==> config.mk <==
export PLATFORM = sky130hd
export DESIGN_NAME = dpu_pio_responder
export DESIGN_NICKNAME = d
export VERILOG_FILES = /design/src/rtl/dpu_pio_pkg.sv /design/src/rtl/dpu_pio_addr_decode.sv /design/src/rtl/dpu_pio_responder.sv
export SDC_FILE = /design/constraint.sdc
export NUM_CORES = 1
export LEC_CHECK = 0
export CORE_MARGIN = 5
export CORE_UTILIZATION = 30
export CTS_CLUSTER_SIZE = 10
export DETAILED_ROUTE_END_ITERATION = 16
export GPL_ROUTABILITY_DRIVEN = 0
export PLACE_DENSITY_LB_ADDON = 0.25
export SYNTH_ARGS = -nofsm -noshare
export SYNTH_HDL_FRONTEND = slang
export SYNTH_HIERARCHICAL = 1
export SYNTH_SLANG_ARGS = --single-unit
==> constraint.sdc <==
create_clock -name clk -period 3.3 [get_ports clk]
set_input_delay 0.66 -clock clk [delete_from_list [all_inputs] [get_ports clk]]
set_output_delay 0.66 -clock clk [all_outputs]
set_load 0.03 [all_outputs]
==> src/rtl/dpu_pio_pkg.sv <==
// Shared types and address-map helpers for the DPU PIO responder.
package dpu_pio_pkg;

  // Default geometry of the DPU buffers behind the PIO bus.
  localparam int unsigned NUM_LAYERS_DEF = 18;
  localparam int unsigned MAX_CH_DEF     = 256;
  localparam int unsigned MAX_FMAP_DEF   = 65536;
  localparam int unsigned MAX_WBUF_DEF   = 147456;

  // Host command opcodes carried on cmd_type.
  typedef enum logic [2:0] {
    CMD_WR        = 3'd0,
    CMD_RUN       = 3'd1,
    CMD_RD        = 3'd2,
    CMD_SET_LAYER = 3'd3,
    CMD_RUN_ALL   = 3'd4,
    CMD_SCALE     = 3'd5,
    CMD_DESC      = 3'd6,
    CMD_RSVD      = 3'd7
  } pio_cmd_e;

  // Responder handshake FSM.
  typedef enum logic [1:0] {
    ST_IDLE    = 2'd0,
    ST_ACK     = 2'd1,
    ST_RD_WAIT = 2'd2,
    ST_RSP     = 2'd3
  } pio_state_e;

  // Write-address region in the flat byte map: weights, then bias, then fmap.
  typedef enum logic [1:0] {
    REG_WBUF = 2'd0,
    REG_BIAS = 2'd1,
    REG_FMAP = 2'd2,
    REG_NONE = 2'd3
  } pio_region_e;

  // First byte of the input-fmap window (bias region is 4 bytes per channel).
  function automatic int unsigned fmap_base(input int unsigned max_wbuf,
                                            input int unsigned max_ch);
    return max_wbuf + max_ch * 4;
  endfunction

  // One past the last writable byte of the map.
  function automatic int unsigned fmap_limit(input int unsigned max_wbuf,
                                             input int unsigned max_ch,
                                             input int unsigned max_fmap);
    return fmap_base(max_wbuf, max_ch) + max_fmap;
  endfunction

endpackage

==> src/rtl/dpu_pio_addr_decode.sv <==
// Combinational decode of a 24-bit PIO byte address into a buffer region
// and the offset within that region.
module dpu_pio_addr_decode
  import dpu_pio_pkg::*;
#(
  parameter int unsigned MAX_CH   = MAX_CH_DEF,
  parameter int unsigned MAX_FMAP = MAX_FMAP_DEF,
  parameter int unsigned MAX_WBUF = MAX_WBUF_DEF
) (
  input  logic [23:0] addr,
  output pio_region_e wr_region,
  output logic        rd_in_range,
  output logic [17:0] wbuf_off,
  output logic [9:0]  bias_off,
  output logic [15:0] fmap_off
);

  localparam logic [23:0] WBUF_END = 24'(MAX_WBUF);
  localparam logic [23:0] BIAS_END = 24'(fmap_base(MAX_WBUF, MAX_CH));
  localparam logic [23:0] FMAP_END = 24'(fmap_limit(MAX_WBUF, MAX_CH, MAX_FMAP));
  localparam logic [23:0] RD_END   = 24'(MAX_FMAP);

  // Region boundaries are compared as unsigned 24-bit quantities.
  always_comb begin
    // NOTE: every output of a combinational block gets a default first so no path leaves it unassigned (no latch).
    wr_region = REG_NONE;
    if (addr < WBUF_END) begin
      wr_region = REG_WBUF;
    end else if (addr < BIAS_END) begin
      wr_region = REG_BIAS;
    end else if (addr < FMAP_END) begin
      wr_region = REG_FMAP;
    end
  end

  assign rd_in_range = (addr < RD_END);

  // Offsets only need the low bits: subtraction modulo the port width gives
  // the same result as a full-width subtract followed by truncation.
  assign wbuf_off = addr[17:0];
  assign bias_off = addr[9:0]  - WBUF_END[9:0];
  assign fmap_off = addr[15:0] - BIAS_END[15:0];

endmodule

==> src/rtl/dpu_pio_responder.sv <==
// Target end of the DPU PIO byte-command bus: accepts one host command per
// handshake, turns it into buffer write strobes, register updates, run pulses
// or an fmap read, and returns read bytes on rsp_valid/rsp_data.
module dpu_pio_responder
  import dpu_pio_pkg::*;
#(
  parameter int unsigned NUM_LAYERS = NUM_LAYERS_DEF,
  parameter int unsigned MAX_CH     = MAX_CH_DEF,
  parameter int unsigned MAX_FMAP   = MAX_FMAP_DEF,
  parameter int unsigned MAX_WBUF   = MAX_WBUF_DEF
) (
  input  logic        clk,
  input  logic        rst_n,
  // host command channel
  input  logic        cmd_valid,
  output logic        cmd_ready,
  input  logic [2:0]  cmd_type,
  input  logic [23:0] cmd_addr,
  input  logic [7:0]  cmd_data,
  // read response
  output logic        rsp_valid,
  output logic [7:0]  rsp_data,
  // core status
  input  logic        core_busy,
  input  logic        core_reload_req,
  // weight buffer write port
  output logic        wbuf_we,
  output logic [17:0] wbuf_addr,
  output logic [7:0]  wbuf_wdata,
  // bias buffer write port
  output logic        bias_we,
  output logic [9:0]  bias_addr,
  output logic [7:0]  bias_wdata,
  // input fmap write port
  output logic        fmap_we,
  output logic [15:0] fmap_waddr,
  output logic [7:0]  fmap_wdata,
  // output fmap read port (synchronous BRAM, data one cycle after fmap_re)
  output logic        fmap_re,
  output logic [15:0] fmap_raddr,
  input  logic [7:0]  fmap_rdata,
  // control registers and pulses
  output logic [4:0]  layer_sel,
  output logic        run_pulse,
  output logic        run_all_pulse,
  output logic [15:0] scale_out,
  output logic        desc_we,
  output logic [4:0]  desc_layer,
  output logic [3:0]  desc_field,
  output logic [7:0]  desc_wdata,
  output logic        err_pulse
);

  localparam logic [4:0] LAYER_END = 5'(NUM_LAYERS);

  pio_state_e  state_q, state_d;
  pio_cmd_e    cmd;
  pio_region_e wr_region;
  logic        rd_in_range;
  logic [17:0] wbuf_off;
  logic [9:0]  bias_off;
  logic [15:0] fmap_off;
  logic        accept;
  logic        rd_pend_q;
  logic        rd_err_q;

  assign cmd = pio_cmd_e'(cmd_type);

  dpu_pio_addr_decode #(
    .MAX_CH   (MAX_CH),
    .MAX_FMAP (MAX_FMAP),
    .MAX_WBUF (MAX_WBUF)
  ) u_addr_decode (
    .addr        (cmd_addr),
    .wr_region   (wr_region),
    .rd_in_range (rd_in_range),
    .wbuf_off    (wbuf_off),
    .bias_off    (bias_off),
    .fmap_off    (fmap_off)
  );

  // State register; an in-flight read is abandoned on reset.
  always_ff @(posedge clk or negedge rst_n) begin
    if (!rst_n) begin
      state_q <= ST_IDLE;
    end else begin
      state_q <= state_d;
    end
  end

  // Next state and accept decision. Commands are only taken in IDLE, and only
  // while the core is idle or parked waiting for a weight reload.
  always_comb begin
    state_d = state_q;
    accept  = 1'b0;
    case (state_q)
      ST_IDLE: begin
        if (cmd_valid && (!core_busy || core_reload_req)) begin
          accept  = 1'b1;
          state_d = ST_ACK;
        end
      end
      ST_ACK:     state_d = rd_pend_q ? ST_RD_WAIT : ST_IDLE;
      ST_RD_WAIT: state_d = ST_RSP;
      ST_RSP:     state_d = ST_IDLE;
      default:    state_d = ST_IDLE;
    endcase
  end

  // Command execution: strobes and pulses are live for the single ACK cycle
  // following the accept edge; register-type results persist.
  always_ff @(posedge clk or negedge rst_n) begin
    if (!rst_n) begin
      cmd_ready     <= 1'b0;
      wbuf_we       <= 1'b0;
      wbuf_addr     <= '0;
      wbuf_wdata    <= '0;
      bias_we       <= 1'b0;
      bias_addr     <= '0;
      bias_wdata    <= '0;
      fmap_we       <= 1'b0;
      fmap_waddr    <= '0;
      fmap_wdata    <= '0;
      fmap_re       <= 1'b0;
      fmap_raddr    <= '0;
      layer_sel     <= '0;
      run_pulse     <= 1'b0;
      run_all_pulse <= 1'b0;
      scale_out     <= '0;
      desc_we       <= 1'b0;
      desc_layer    <= '0;
      desc_field    <= '0;
      desc_wdata    <= '0;
      err_pulse     <= 1'b0;
      rd_pend_q     <= 1'b0;
      rd_err_q      <= 1'b0;
    end else begin
      // NOTE: non-blocking defaults followed by conditional overrides: the last <= in the block wins, giving clean one-cycle pulses.
      cmd_ready     <= 1'b0;
      wbuf_we       <= 1'b0;
      bias_we       <= 1'b0;
      fmap_we       <= 1'b0;
      fmap_re       <= 1'b0;
      run_pulse     <= 1'b0;
      run_all_pulse <= 1'b0;
      desc_we       <= 1'b0;
      err_pulse     <= 1'b0;
      if (accept) begin
        cmd_ready <= 1'b1;
        rd_pend_q <= (cmd == CMD_RD);
        rd_err_q  <= 1'b0;
        case (cmd)
          CMD_WR: begin
            case (wr_region)
              REG_WBUF: begin
                wbuf_we    <= 1'b1;
                wbuf_addr  <= wbuf_off;
                wbuf_wdata <= cmd_data;
              end
              REG_BIAS: begin
                bias_we    <= 1'b1;
                bias_addr  <= bias_off;
                bias_wdata <= cmd_data;
              end
              REG_FMAP: begin
                fmap_we    <= 1'b1;
                fmap_waddr <= fmap_off;
                fmap_wdata <= cmd_data;
              end
              default: err_pulse <= 1'b1;
            endcase
          end
          CMD_RD: begin
            if (rd_in_range) begin
              fmap_re    <= 1'b1;
              fmap_raddr <= cmd_addr[15:0];
            end else begin
              // Out-of-range read still completes with a 0x00 response.
              err_pulse <= 1'b1;
              rd_err_q  <= 1'b1;
            end
          end
          CMD_SET_LAYER: layer_sel     <= cmd_data[4:0];
          CMD_RUN:       run_pulse     <= 1'b1;
          CMD_RUN_ALL:   run_all_pulse <= 1'b1;
          CMD_SCALE: begin
            if (cmd_addr[0]) begin
              scale_out[15:8] <= cmd_data;
            end else begin
              scale_out[7:0]  <= cmd_data;
            end
          end
          CMD_DESC: begin
            if (cmd_addr[8:4] < LAYER_END) begin
              desc_we    <= 1'b1;
              desc_layer <= cmd_addr[8:4];
              desc_field <= cmd_addr[3:0];
              desc_wdata <= cmd_data;
            end else begin
              err_pulse <= 1'b1;
            end
          end
          default: err_pulse <= 1'b1;
        endcase
      end
    end
  end

  // Read response: BRAM data is valid during RD_WAIT and is captured into
  // rsp_data, which then holds until the next response.
  always_ff @(posedge clk or negedge rst_n) begin
    if (!rst_n) begin
      rsp_valid <= 1'b0;
      rsp_data  <= '0;
    end else begin
      rsp_valid <= (state_q == ST_RD_WAIT);
      if (state_q == ST_RD_WAIT) begin
        rsp_data <= rd_err_q ? 8'h00 : fmap_rdata;
      end
    end
  end

endmodule

### Word-level counts from Yosys, hierarchy flattened

Cells that the tools add are included.

| cells by class | value |
|---|---|
| $add $sub $neg | 1 |
| order comparisons | 5 |
| equal/unequal tests | 12 |
| multiplexer cells | 35 |
| bitwise operators | 1 |
| reductions and logical operators | 16 |

Operators by type and width:

| cell | count |
|---|---|
| < comparator 24 x 18 -> 1 bit, second input constant | 3 |
| 2-to-1 mux 1 bit | 28 |
| < comparator 24 x 17 -> 1 bit, second input constant | 1 |
| AND reduction 3 bit | 7 |
| subtractor 16 x 15 -> 16 bit, second input constant | 1 |
| == test 3 bit, second input constant | 3 |
| 2-to-1 mux 2 bit | 4 |
| 2-to-1 mux 8 bit | 1 |
| one-hot mux 2 bit (4 select lines) | 1 |
| == test 2 bit, second input constant | 3 |
| == test 3 x 2 -> 1 bit, second input constant | 2 |
| < comparator 5 bit, second input constant | 1 |
| == test 2 x 1 -> 1 bit, second input constant | 2 |
| logical NOT 2 bit | 2 |
| one-hot mux 1 bit (4 select lines) | 1 |
| OR reduction 4 bit | 1 |
| == test 3 x 1 -> 1 bit, second input constant | 1 |
| logical NOT 3 bit | 1 |
| OR reduction 3 bit | 1 |
| inequality test 2 bit, second input constant | 1 |
| AND reduction 2 bit | 1 |
| logical AND 1 bit | 1 |
| logical NOT 1 bit | 1 |
| logical OR 1 bit | 1 |
| NOT 1 bit | 1 |

| storage, ports and cells | value |
|---|---|
| register bits after elaboration | 144 |
| output and inout port bits | 140 |
| word-level logic and storage cells | 97 |

### Depth between registers and ports, before layout

| depth | value |
|---|---|
| depth after elaboration | 9 |
| gate-level depth with buffers | 10 |

### By module

Netlist, hierarchy kept.

Modules (own cells, without submodules):

| module | instances | cells each | area an instance (µm²) | seq. area each (µm²) |
|---|---|---|---|---|
| dpu_pio_responder | 1 | 348 | 5549.1 | 3603.5 |
| dpu_pio_addr_decode | 1 | 61 | 436.7 | 0.0 |

### Least setup slack after synthesis

No wires, ideal clock.

| path | value |
|---|---|
| kind | in2reg |
| start | input cmd_addr[10] |
| end | register bias_wdata[7] |
| library setup time | 0.125 ns |
| data arrival time | 2.686 ns |
| required time | 3.175 ns |
| slack | 0.489 ns |
| stages on the path | 8 |
| buffers on the path | 1 |
| path through | inv_1 -> ha_1 -> nor3b_1 -> o21ai_0 -> a21o_1 -> nor4_4 -> buf_2 -> mux2_2 |

| on the way | value |
|---|---|
| elaborated cells between the ends (all ways) | 8 |
| classes of those cells | 3 x order compare; 1 x eq/ne; 3 x mux; 1 x reduce/logical |

RTL lines:

| element | line | source |
|---|---|---|
| start, declared | dpu_pio_responder.sv:18 | `input logic [23:0] cmd_addr,` |
| < comparator 24 x 18 -> 1 bit | dpu_pio_addr_decode.sv:29 | `end else if (addr < BIAS_END) begin` |
| 2-to-1 mux 2 bit | dpu_pio_addr_decode.sv:29 |  |
| 2-to-1 mux 2 bit (*) | dpu_pio_addr_decode.sv:27 | `if (addr < WBUF_END) begin` |
| via wr_region[1] | dpu_pio_responder.sv:58 | `pio_region_e wr_region;` |
| == test 2 x 1 -> 1 bit (*) | dpu_pio_responder.sv:154 | `case (wr_region)` |
| AND reduction 3 bit (no line) (*) | - |  |
| end signal, assigned | dpu_pio_responder.sv:163 | `bias_wdata <= cmd_data;` |
| end, declared | dpu_pio_responder.sv:33 | `output logic [7:0] bias_wdata,` |

The timed path passes the listed nets; every way through them passes the cells marked *.
A chain may end at the register's enable or synchronous reset.

### Final worst setup path

| path | value |
|---|---|
| start | input cmd_addr[10] |
| end | register wbuf_addr[11] |

| on the way | value |
|---|---|
| word-level cells in the longest chain between the ends | 6 |
| elaborated cells between the ends (all ways) | 8 |
| classes of those cells | 3 x order compare; 3 x mux; 2 x reduce/logical |

Ends and longest elaborated chain:

| element | line | source |
|---|---|---|
| < comparator 24 x 18 -> 1 bit | dpu_pio_addr_decode.sv:31 | `end else if (addr < FMAP_END) begin` |
| 2-to-1 mux 1 bit | dpu_pio_addr_decode.sv:31 |  |
| 2-to-1 mux 2 bit | dpu_pio_addr_decode.sv:29 |  |
| 2-to-1 mux 2 bit (*) | dpu_pio_addr_decode.sv:27 |  |
| via wr_region[0] | dpu_pio_responder.sv:58 |  |
| logical NOT 2 bit (*) | dpu_pio_responder.sv:154 |  |
| AND reduction 3 bit (no line) (*) | - |  |
| end signal, assigned | dpu_pio_responder.sv:157 | `wbuf_addr <= wbuf_off;` |
| end, declared | dpu_pio_responder.sv:28 | `output logic [17:0] wbuf_addr,` |

Marked as above.

==> reports/summary.txt <==
Status - completed
Starting density of the core - 30.7%
Most frequent cell after synthesis - dfrtp_1
Global-route wire length before repair - 24800 µm
Crit Path Max Fanout - 9
DR iter-0 viols - 86
Asr flop ratio synth - 100%
Final setup margin - 0.418 ns
Maximum buffer depth of the clock tree - 2
I/O pin total - 188
Post-synthesis sequential area ratio - 60.2%
Mean area per synthesized cell - 14.6 µm²
Max-cap check violation count - 0
Cell Pwr Density - 664 nW/µm²
Die width - 151 µm
Antenna-violating nets left - 0
CTS buffer count - 17
Fin Setup TNS - 0 ns
Post-layout util - 44.0%
Clk_lat worst skew - 0.41 ns
Largest family of logic cells by synthesized area - multiplexers
Vias per inst - 4.43
Reg clk slew, reported paths - 0.06 ns
Relative slew slack - 48.5%
EDFF count, synth - 0
Max Fclk - 347 MHz
Core footprint - 19500 µm²
RSZ-0062 raised after global routing - false
Fin crit share - 87.3%
Post-Synth XOR/XNOR Area - 0.585%
FF+latch count, synth - 144
Hold bufs inserted after CTS - 0
Syn Inst Count - 409
WS Path Type - in2reg
Top FF cell, synth - dfrtp_1
TritonCTS clock tree - done
Root Buffer - clkbuf_16
# H-tree levels - 4
DR WL/cell - 18.4 µm
Fin crit period - 2.88 ns
Cell taking the most area after synthesis - dfrtp_1
Largest cells by area after synthesis - dfrtp_1 (60%), mux2_2 (19%), buf_4 (4.8%)
WP data required - 3.60 ns
Setup Buffers After CTS - 0
CTS resizes - 0
Synth cell count leaders - dfrtp_1 (144), mux2_2 (103), buf_4 (38)
Slew Viols, Final - 0
CTS sink cnt - 144
Tightest Pin Transition - 0.773 ns
Largest net degree at the start of global routing - 83
1st-pass router iterations - 4
Via count - 3805
Fin. Hold Viols - 0
Area Growth Syn to Fin - 43.5%
Nature of the critical path endpoint - flip-flop
Share of the synthesized area in the top cell type - 60.2%
Die footprint - 22900 µm²
Mux cell area share after synthesis - 24.3%
Setup-failing EPs final - 0
Share of layout cells above drive strength 1 - 29.7%
Pre-CTS setup slack - -0.000462 ns
Antenna violations before repair - 0
Yosys warns - 6
Vias in the first global route - 4251
Number of buffers inserted by port buffering - 187
Compound-Gate Fraction of Synth Area - 1.61%
DRT Wirelength - 15800 µm
Lkg Pwr - 0.00400 µW
Die Ht - 151 µm
Post-Synth Adder-Cell Area - 0.209%
Layout net count - 630
Netlist cell types - 37
Crit path launch type - input pin
Cell Area, Synth - 5990 µm²
WP data arrival - 3.18 ns
DRC viols - 0
Post-DP HPWL - 11300 µm
Maximum VDD drop - 0.000343 V
Clock Skews - 0.00567 ns
Net count after synthesis - 458
N_diodes - 0
Gr usage total - 14.4%
Post-synthesis simple-gate area fraction - 6.10%
Hold WC Path Type - in2async
Row count - 51
Total gr overflow - 0
## sequential cells by signal, summed over array words and instances, names as in the netlist, 8 cells and up, named ones only
signal and count:
rsp_data 8, fmap_waddr 16, desc_wdata 8, bias_addr 10
scale_out 16, bias_wdata 8, wbuf_wdata 8, fmap_wdata 8
wbuf_addr 18, fmap_raddr 16
## layout by cell type (no fill, tap or decap), types with 4 or more instances in the layout
cell type	count
mux2_2	103
dfrtp_1	144
inv_1	10
nor2_1	8
clkbuf_16	17
clkdlybuf4s50_1	186
o21ai_0	10
buf_4	14
mux2_4	19
nand2_1	17
clkinvlp_4	4
nand2b_1	10
buf_12	4
## kinds of logic after synthesis
family	after synthesis
flip-flops	144
multiplexers	123
buffers and inverters	62
AND/OR/NAND/NOR	59
AO/OA/AOI/OAI	16
XOR/XNOR	4
adder cells (fa/ha/maj)	1
## where the power goes
| part | switching [µW] | internal [µW] |
|---|---|---|
| combinational | 907 | 705 |
| clock | 730 | 1170 |
| sequential | 151 | 2050 |
## path summary, 6_finish.rpt
check	from	endpoint	slack, ns	cells past startpoint
setup / recovery	cmd_addr[10]	wbuf_addr[11]$_DFFE_PN0P_	0.42	9
hold / removal	rst_n	bias_wdata[3]$_DFFE_PN0P_	0.28	1
setup reg to reg	flip-flop	wbuf_addr[11]$_DFFE_PN0P_	1.27	5
hold reg to reg	state_q[0]$_DFFE_PN0P_	state_q[0]$_DFFE_PN0P_	0.48	1
max in group asynchronous	rst_n	bias_addr[3]$_DFFE_PN0P_	2.17	2
min in group clk	state_q[0]$_DFFE_PN0P_	state_q[0]$_DFFE_PN0P_	0.48	1
## metrics by stage
step           std cells  area [µm²]  hold WS (ns)  power [µW]
2_1_floorplan        409        5990         0.364        3100
3_3_place_gp         827        8010         0.452        3830
3_5_place_dp         827        8010         0.470        3860
4_1_cts              858        8590         0.312        5810
5_1_grt              858        8590         0.337        6000
6_report             858        8590         0.279        5710
## worst max-delay path, stage by stage
cell and delay (ns):
clkdlybuf4s50_1 0.42, inv_1 0.08, ha_1 0.19, or4b_1 0.44, o2111ai_1 0.14, nand3b_1 0.16
or4_4 0.56, buf_4 0.21, mux2_4 0.31
## layout make-up
type	count	area, µm²
multi-input combinational	203	1980
tap	265	332
fill	1823	10900
inverter	10	37.5
sequential	144	3600
clock buffer	22	474
timing repair buffer	205	2060
clock inverter	9	109
## metal layers
metal,up-vias,GRT usage (%),share of wire [%]
li1,1733,-,-
met1,1937,18.0,43
met2,118,22.1,46
met3,17,6.82,9.5
met4,0,4.35,1.4
met5,-,0,0
(Power assumes the default switching activity.)
==> patch 1: new RTL, same flow settings <==
Register the output `err_pulse` once more; this adds one clock of latency there. The other outputs are not delayed to match.
--- a/src/rtl/dpu_pio_responder.sv
+++ b/src/rtl/dpu_pio_responder.sv
@@ -53,6 +53,8 @@
 
   localparam logic [4:0] LAYER_END = 5'(NUM_LAYERS);
 
+  logic err_pulse_s0;
+
   pio_state_e  state_q, state_d;
   pio_cmd_e    cmd;
   pio_region_e wr_region;
@@ -131,7 +133,7 @@
       desc_layer    <= '0;
       desc_field    <= '0;
       desc_wdata    <= '0;
-      err_pulse     <= 1'b0;
+      err_pulse_s0  <= 1'b0;
       rd_pend_q     <= 1'b0;
       rd_err_q      <= 1'b0;
     end else begin
@@ -144,7 +146,7 @@
       run_pulse     <= 1'b0;
       run_all_pulse <= 1'b0;
       desc_we       <= 1'b0;
-      err_pulse     <= 1'b0;
+      err_pulse_s0  <= 1'b0;
       if (accept) begin
         cmd_ready <= 1'b1;
         rd_pend_q <= (cmd == CMD_RD);
@@ -167,7 +169,7 @@
                 fmap_waddr <= fmap_off;
                 fmap_wdata <= cmd_data;
               end
-              default: err_pulse <= 1'b1;
+              default: err_pulse_s0 <= 1'b1;
             endcase
           end
           CMD_RD: begin
@@ -176,7 +178,7 @@
               fmap_raddr <= cmd_addr[15:0];
             end else begin
               // Out-of-range read still completes with a 0x00 response.
-              err_pulse <= 1'b1;
+              err_pulse_s0 <= 1'b1;
               rd_err_q  <= 1'b1;
             end
           end
@@ -197,10 +199,10 @@
               desc_field <= cmd_addr[3:0];
               desc_wdata <= cmd_data;
             end else begin
-              err_pulse <= 1'b1;
+              err_pulse_s0 <= 1'b1;
             end
           end
-          default: err_pulse <= 1'b1;
+          default: err_pulse_s0 <= 1'b1;
         endcase
       end
     end
@@ -220,5 +222,9 @@
     end
   end
 
+  always_ff @(posedge clk) begin
+    err_pulse <= err_pulse_s0;
+  end
+
 endmodule
 
Function: changed (a bounded check fails within 4 cycles, from zero or initial values and one cycle with rst_n low).
==> patch 1 against the unedited design <==
  * Cell area grew 0.77%
  * Area after synthesis is 0.33% higher
  * Sequential share of layout area is 0.090 points lower
  * Routed wire length about the same
  * Fmax up 0.63%
  * Sequential cell count grew 1
  * Worst setup slack better by 0.018 ns
  * Power grew 1.0%
  * Critical path type unchanged
==> patch 1: results (changes against the unedited design) <==
* Sequential area share after synthesis at 60.3% (+0.13 points)
* Worst-Skew Late Latency at 0.41 ns (about the same)
* CTS root buf: clkbuf_16
* Ys flop type: dfrtp_1
* Hold Crit Class: input pin to asynchronous set/reset pin
* Filler cell count at 1831 (+0.44%)
* Async SR Flop Fraction at 99.3% (-0.69 points)
* Top cells by area, synth: dfrtp_1 60%, mux2_2 19%, buf_4 4.7%
* Syn nets at 459 (+0.22%)
* Max VDD drop at 0.000454 V (+32%)
* Critical path's top delay family: simple AND/OR/NAND/NOR gates
* Slew margin rel. at 45.0% (-3.5 points)
* Global-route wire length before repair at 24.2 mm (-2.2%)
* Status: completed
* IO buf count at 187 (unchanged)
* Critical Path Max Stage Delay at 0.60 ns (+0.04 ns)
* Post-CTS setup buffers at 0 (unchanged)
* Met2 usage at 23.3% (+1.2 points)
* WL per Instance at 18.3 um (-0.41%)
* Layout cell share with drive strength beyond 1 at 29.6% (-0.031 points)
* Kind of critical path: input pin to flop
* Worst path arrival time at 3.15 ns (-0.03 ns)
* Clock tree buffer depth at 2 (unchanged)
* DRT iter0 DRCs at 102 (+19%)
* Post-synth top cells: 144 x dfrtp_1, 103 x mux2_2, 38 x buf_4
* H-Tree Depth at 4 (unchanged)
* Crit-path max FO at 11 (+2)
* Detailed Place HPWL at 11.6 mm (+2.4%)
* CTS Buf Count at 17 (unchanged)
* Pre-CTS WS at -0.00739 ns (-0.00693 ns)
* Area after DPL at 8060 um2 (+0.59%)
* Clock transition at path regs at 0.06 ns (about the same)
* Worst Setup SP: cmd_addr[10]
* Top reg by flops: wbuf_addr
* GRT Total Usage at 14.0% (-0.35 points)
* Initial antenna violation count at 0 (unchanged)
* Clk_skew at 0.00957 ns (+0.00389 ns)
* Layout Nets at 633 (+0.48%)
* Gates resized, CTS repair at 0 (unchanged)
* Post-synthesis cell type count at 38 (+2.7%)
* Static Leak at 4.04 nW (+1.1%)
* Vias per inst at 4.34 (-2.1%)
* Critical-path top delay cell: or4_4
* Vias in the first global route at 4065 (-4.4%)
* Grt met1 use at 17.0% (-1.0 points)
* Drt first pass iters at 4 (unchanged)
* Pin count of the biggest net entering global routing at 89 (+7.2%)
* Fin. max-slew vios at 0 (unchanged)
* Yosys warns at 6 (unchanged)
* GRT met3 Usage at 5.18% (-1.6 points)
==> patch 1: cell types whose count changed after synthesis, sizes merged <==
cell   unedited run  this run
dfxtp             0         1
==> patch 1: cells by family (layout without fill, tap and decap cells) <==
kind of cell / count (synthesis) / after routing / synth area share, %
buf+inv: 62 / 249 / 6.96
compound gates: 16 / 16 / 1.60
mux: 123 / 123 / 24.2
simple gates: 59 / 59 / 6.08
flops: 145 / 145 / 60.3
xor+xnor: 4 / 4 / 0.583
fa+ha+maj: 1 / 1 / 0.208
==> patch 1: path summary, 6_finish.rpt <==
check                                             to  slack [ns]  depth (start not counted)
max                        wbuf_wdata[5]$_DFFE_PN0P_        0.44                          9
min                        fmap_waddr[2]$_DFFE_PN0P_        0.30                          1
max reg2reg                 layer_sel[3]$_DFFE_PN0P_        1.24                          5
min reg2reg                        err_pulse$_DFF_P_        0.34                          0
max in group asynchronous   scale_out[1]$_DFFE_PN0P_        2.13                          2
min in group clk                   err_pulse$_DFF_P_        0.34                          0
==> patch 1: power breakdown <==
group	internal, mW	leakage (nW)	switching [mW]
sequential	2.06	1.95	0.153
combinational	0.700	1.80	0.901
clock	1.23	0.291	0.720
total	3.99	4.04	1.77
==> patch 1: metal layers <==
metal	wire (um)	vias to the layer above
met2	7990	108
met4	278	0
li1	-	1737
met3	1100	15
met5	0	-
met1	6410	1883
==> patch 1: worst reg2reg max path: stages (launching register included) <==
cell,delay (ns)
dfrtp_1,0.40
nor2_1,0.24
nand3_1,0.28
inv_1,0.19
nand4b_1,0.41
mux2_2,0.43
==> patch 1: final cells by class <==
type                    count  area (um2)  area share [%]
multi-input cells         203        1980            22.8
clock inverters             9         134            1.55
well taps                 265         332            3.83
inverters                  10        37.5           0.434
repair buffers            207        2090            24.1
flip-flops and latches    145        3620            41.9
clock buffers              23         468            5.41
==> patch 1: per-stage QoR <==
step,hold slack [ns],util (%),instances
final,0.305,44.2,862
after global routing,0.355,44.2,862
after CTS,0.341,44.2,862
after detailed placement,0.327,41.1,830
after global placement,0.332,41.1,830
after floorplan,0.324,-,410
==> patch 2: new RTL, same settings <==
Made on the original files. `MAX_WBUF_DEF`: 147456 -> 73728.
--- a/src/rtl/dpu_pio_pkg.sv
+++ b/src/rtl/dpu_pio_pkg.sv
@@ -5,7 +5,7 @@
   localparam int unsigned NUM_LAYERS_DEF = 18;
   localparam int unsigned MAX_CH_DEF     = 256;
   localparam int unsigned MAX_FMAP_DEF   = 65536;
-  localparam int unsigned MAX_WBUF_DEF   = 147456;
+  localparam int unsigned MAX_WBUF_DEF   = 73728;
 
   // Host command opcodes carried on cmd_type.
   typedef enum logic [2:0] {
Check against the original RTL: not equivalent (a bounded check fails within 4 cycles, from zero or initial values and one cycle with rst_n low).
==> patch 2 against the unedited design <==
  * Area after synthesis is essentially flat
  * Worst setup slack worse by 0.16 ns
  * Non-clock buffer count increased by 7
  * Cell area rose by 0.98%
  * Global-route usage down 0.29 points
  * Sequential cell count did not move
  * Via count decreased by 0.50%
  * Routed wire length rose by 0.37%
  * Fmax fell by 5.3%
  * Synthesized cell count decreased by 0.73%
  * Count of clock-buffer cells in the layout down 2
  * Power increased by 0.65%
  * Sequential power is essentially flat
  * Highest routed layer unchanged
==> patch 2: results (changes against the unedited design) <==
* Status: completed
* Comb power frac at 27.5% (-0.7 points)
* DR vias at 3786 (-0.50%)
* Met2 Wirelength at 7.90 mm (+7.8%)
* Initial antenna violation count at 0 (unchanged)
* Syn Inst Count at 406 (-0.73%)
* Detailed Place HPWL at 11.5 mm (+2.1%)
* Area after DPL at 8070 um2 (+0.77%)
* Net load switching power at 1.79 mW (about the same)
* Worst r2r path cells at 5 (unchanged)
* Pin count of the biggest net entering global routing at 81 (-2.4%)
* Post-synthesis cell type count at 36 (-2.7%)
* Reg-to-reg endpoint: layer_sel[0]$_DFFE_PN0P_
* Crit-path max FO at 8 (-1)
* Mux share of post-synthesis cell area at 24.3% (about the same)
* Post-Synth XOR/XNOR Area at 0.586% (about the same)
* Cell Pwr Density at 662 nW/um2 (-0.32%)
* Final worst setup slack at 0.256 ns (-0.162 ns)
* Yosys warns at 6 (unchanged)
* Worst Setup SP: cmd_addr[23]
* Slew margin rel. at 48.9% (+0.43 points)
* Global-route wire length before repair at 24.0 mm (-3.0%)
* Worst-Skew Late Latency at 0.42 ns
* Clk_skew at 0.00910 ns (+0.00343 ns)
* Worst reg-to-reg setup slack at 1.22 ns (-0.05 ns)
* Clk pwr share at 34.3% (+1.1 points)
* Post-synth top cells: 144 x dfrtp_1, 103 x mux2_2, 38 x buf_4
* Drt total wl at 15.8 mm (+0.37%)
* Fin cells at 863 (+0.58%)
* Sequential area share after synthesis at 60.2% (about the same)
* Post-Place Cells at 831 (+0.48%)
* Clock tree buffer depth at 2 (unchanged)
* Clock transition at path regs at 0.06 ns (about the same)
* Adder and majority gate portion of the synthesized area at 0.209% (about the same)
* Layout Nets at 634 (+0.63%)
* Filler cell count at 1799 (-1.3%)
* Vias in the first global route at 4193 (-1.4%)
* GRT Total Usage at 14.1% (-0.29 points)
* Max VDD drop at 0.000345 V (+0.68%)
* Area taken by flip-flops and latches at 3600 um2 (unchanged)
* WL met1 at 6.65 mm (-1.1%)
* Syn nets at 455 (-0.66%)
* Max reg flops at 18 (unchanged)
* Top cells by area, synth: dfrtp_1 60%, mux2_2 19%, buf_4 4.8%
* Top reg by flops: wbuf_addr
* Critical path destination: wbuf_addr[9]$_DFFE_PN0P_
* N_diodes at 0 (unchanged)
* Post-synthesis compound-gate area fraction at 1.61% (about the same)
* Static Leak at 4.06 nW (+1.5%)
* Critical-path top delay cell: or4_4
* Layout cell share with drive strength beyond 1 at 31.1% (+1.4 points)
* WL met3 at 979 um (-35%)
* Hold Crit Class: input pin to asynchronous set/reset pin
* Pre-CTS WS at -0.178 ns (-0.178 ns)
* DRT iter0 DRCs at 111 (+29%)
## patch 2: how the worst min path moves through the flow
stage	slack (ns)	startpoint	cells after the start	endpoint
2_1_floorplan	0.36	rst_n	0	asynchronous set/reset pin
3_3_place_gp	0.45	state_q[0]$_DFFE_PN0P_	1	state_q[0]$_DFFE_PN0P_
3_5_place_dp	0.47	state_q[0]$_DFFE_PN0P_	1	state_q[0]$_DFFE_PN0P_
4_1_cts	0.30	rst_n	1	rsp_data[0]$_DFFE_PN0P_
5_1_grt	0.32	rst_n	1	rsp_data[1]$_DFFE_PN0P_
6_report	0.26	rst_n	1	rsp_data[1]$_DFFE_PN0P_
## patch 2: layout make-up
class	instances	area share, %
repair buffers	212	24.5
flip-flops and latches	144	41.5
clock inverters	12	1.83
multi-input cells	201	22.8
inverters	9	0.389
clock buffers	20	5.15
well taps	265	3.82
## patch 2: per-layer routing
metal / global-route usage [%] / vias up
li1: - / 1721
met1: 17.0 / 1930
met2: 23.4 / 115
met3: 4.40 / 20
met4: 5.67 / 0
met5: 0 / -
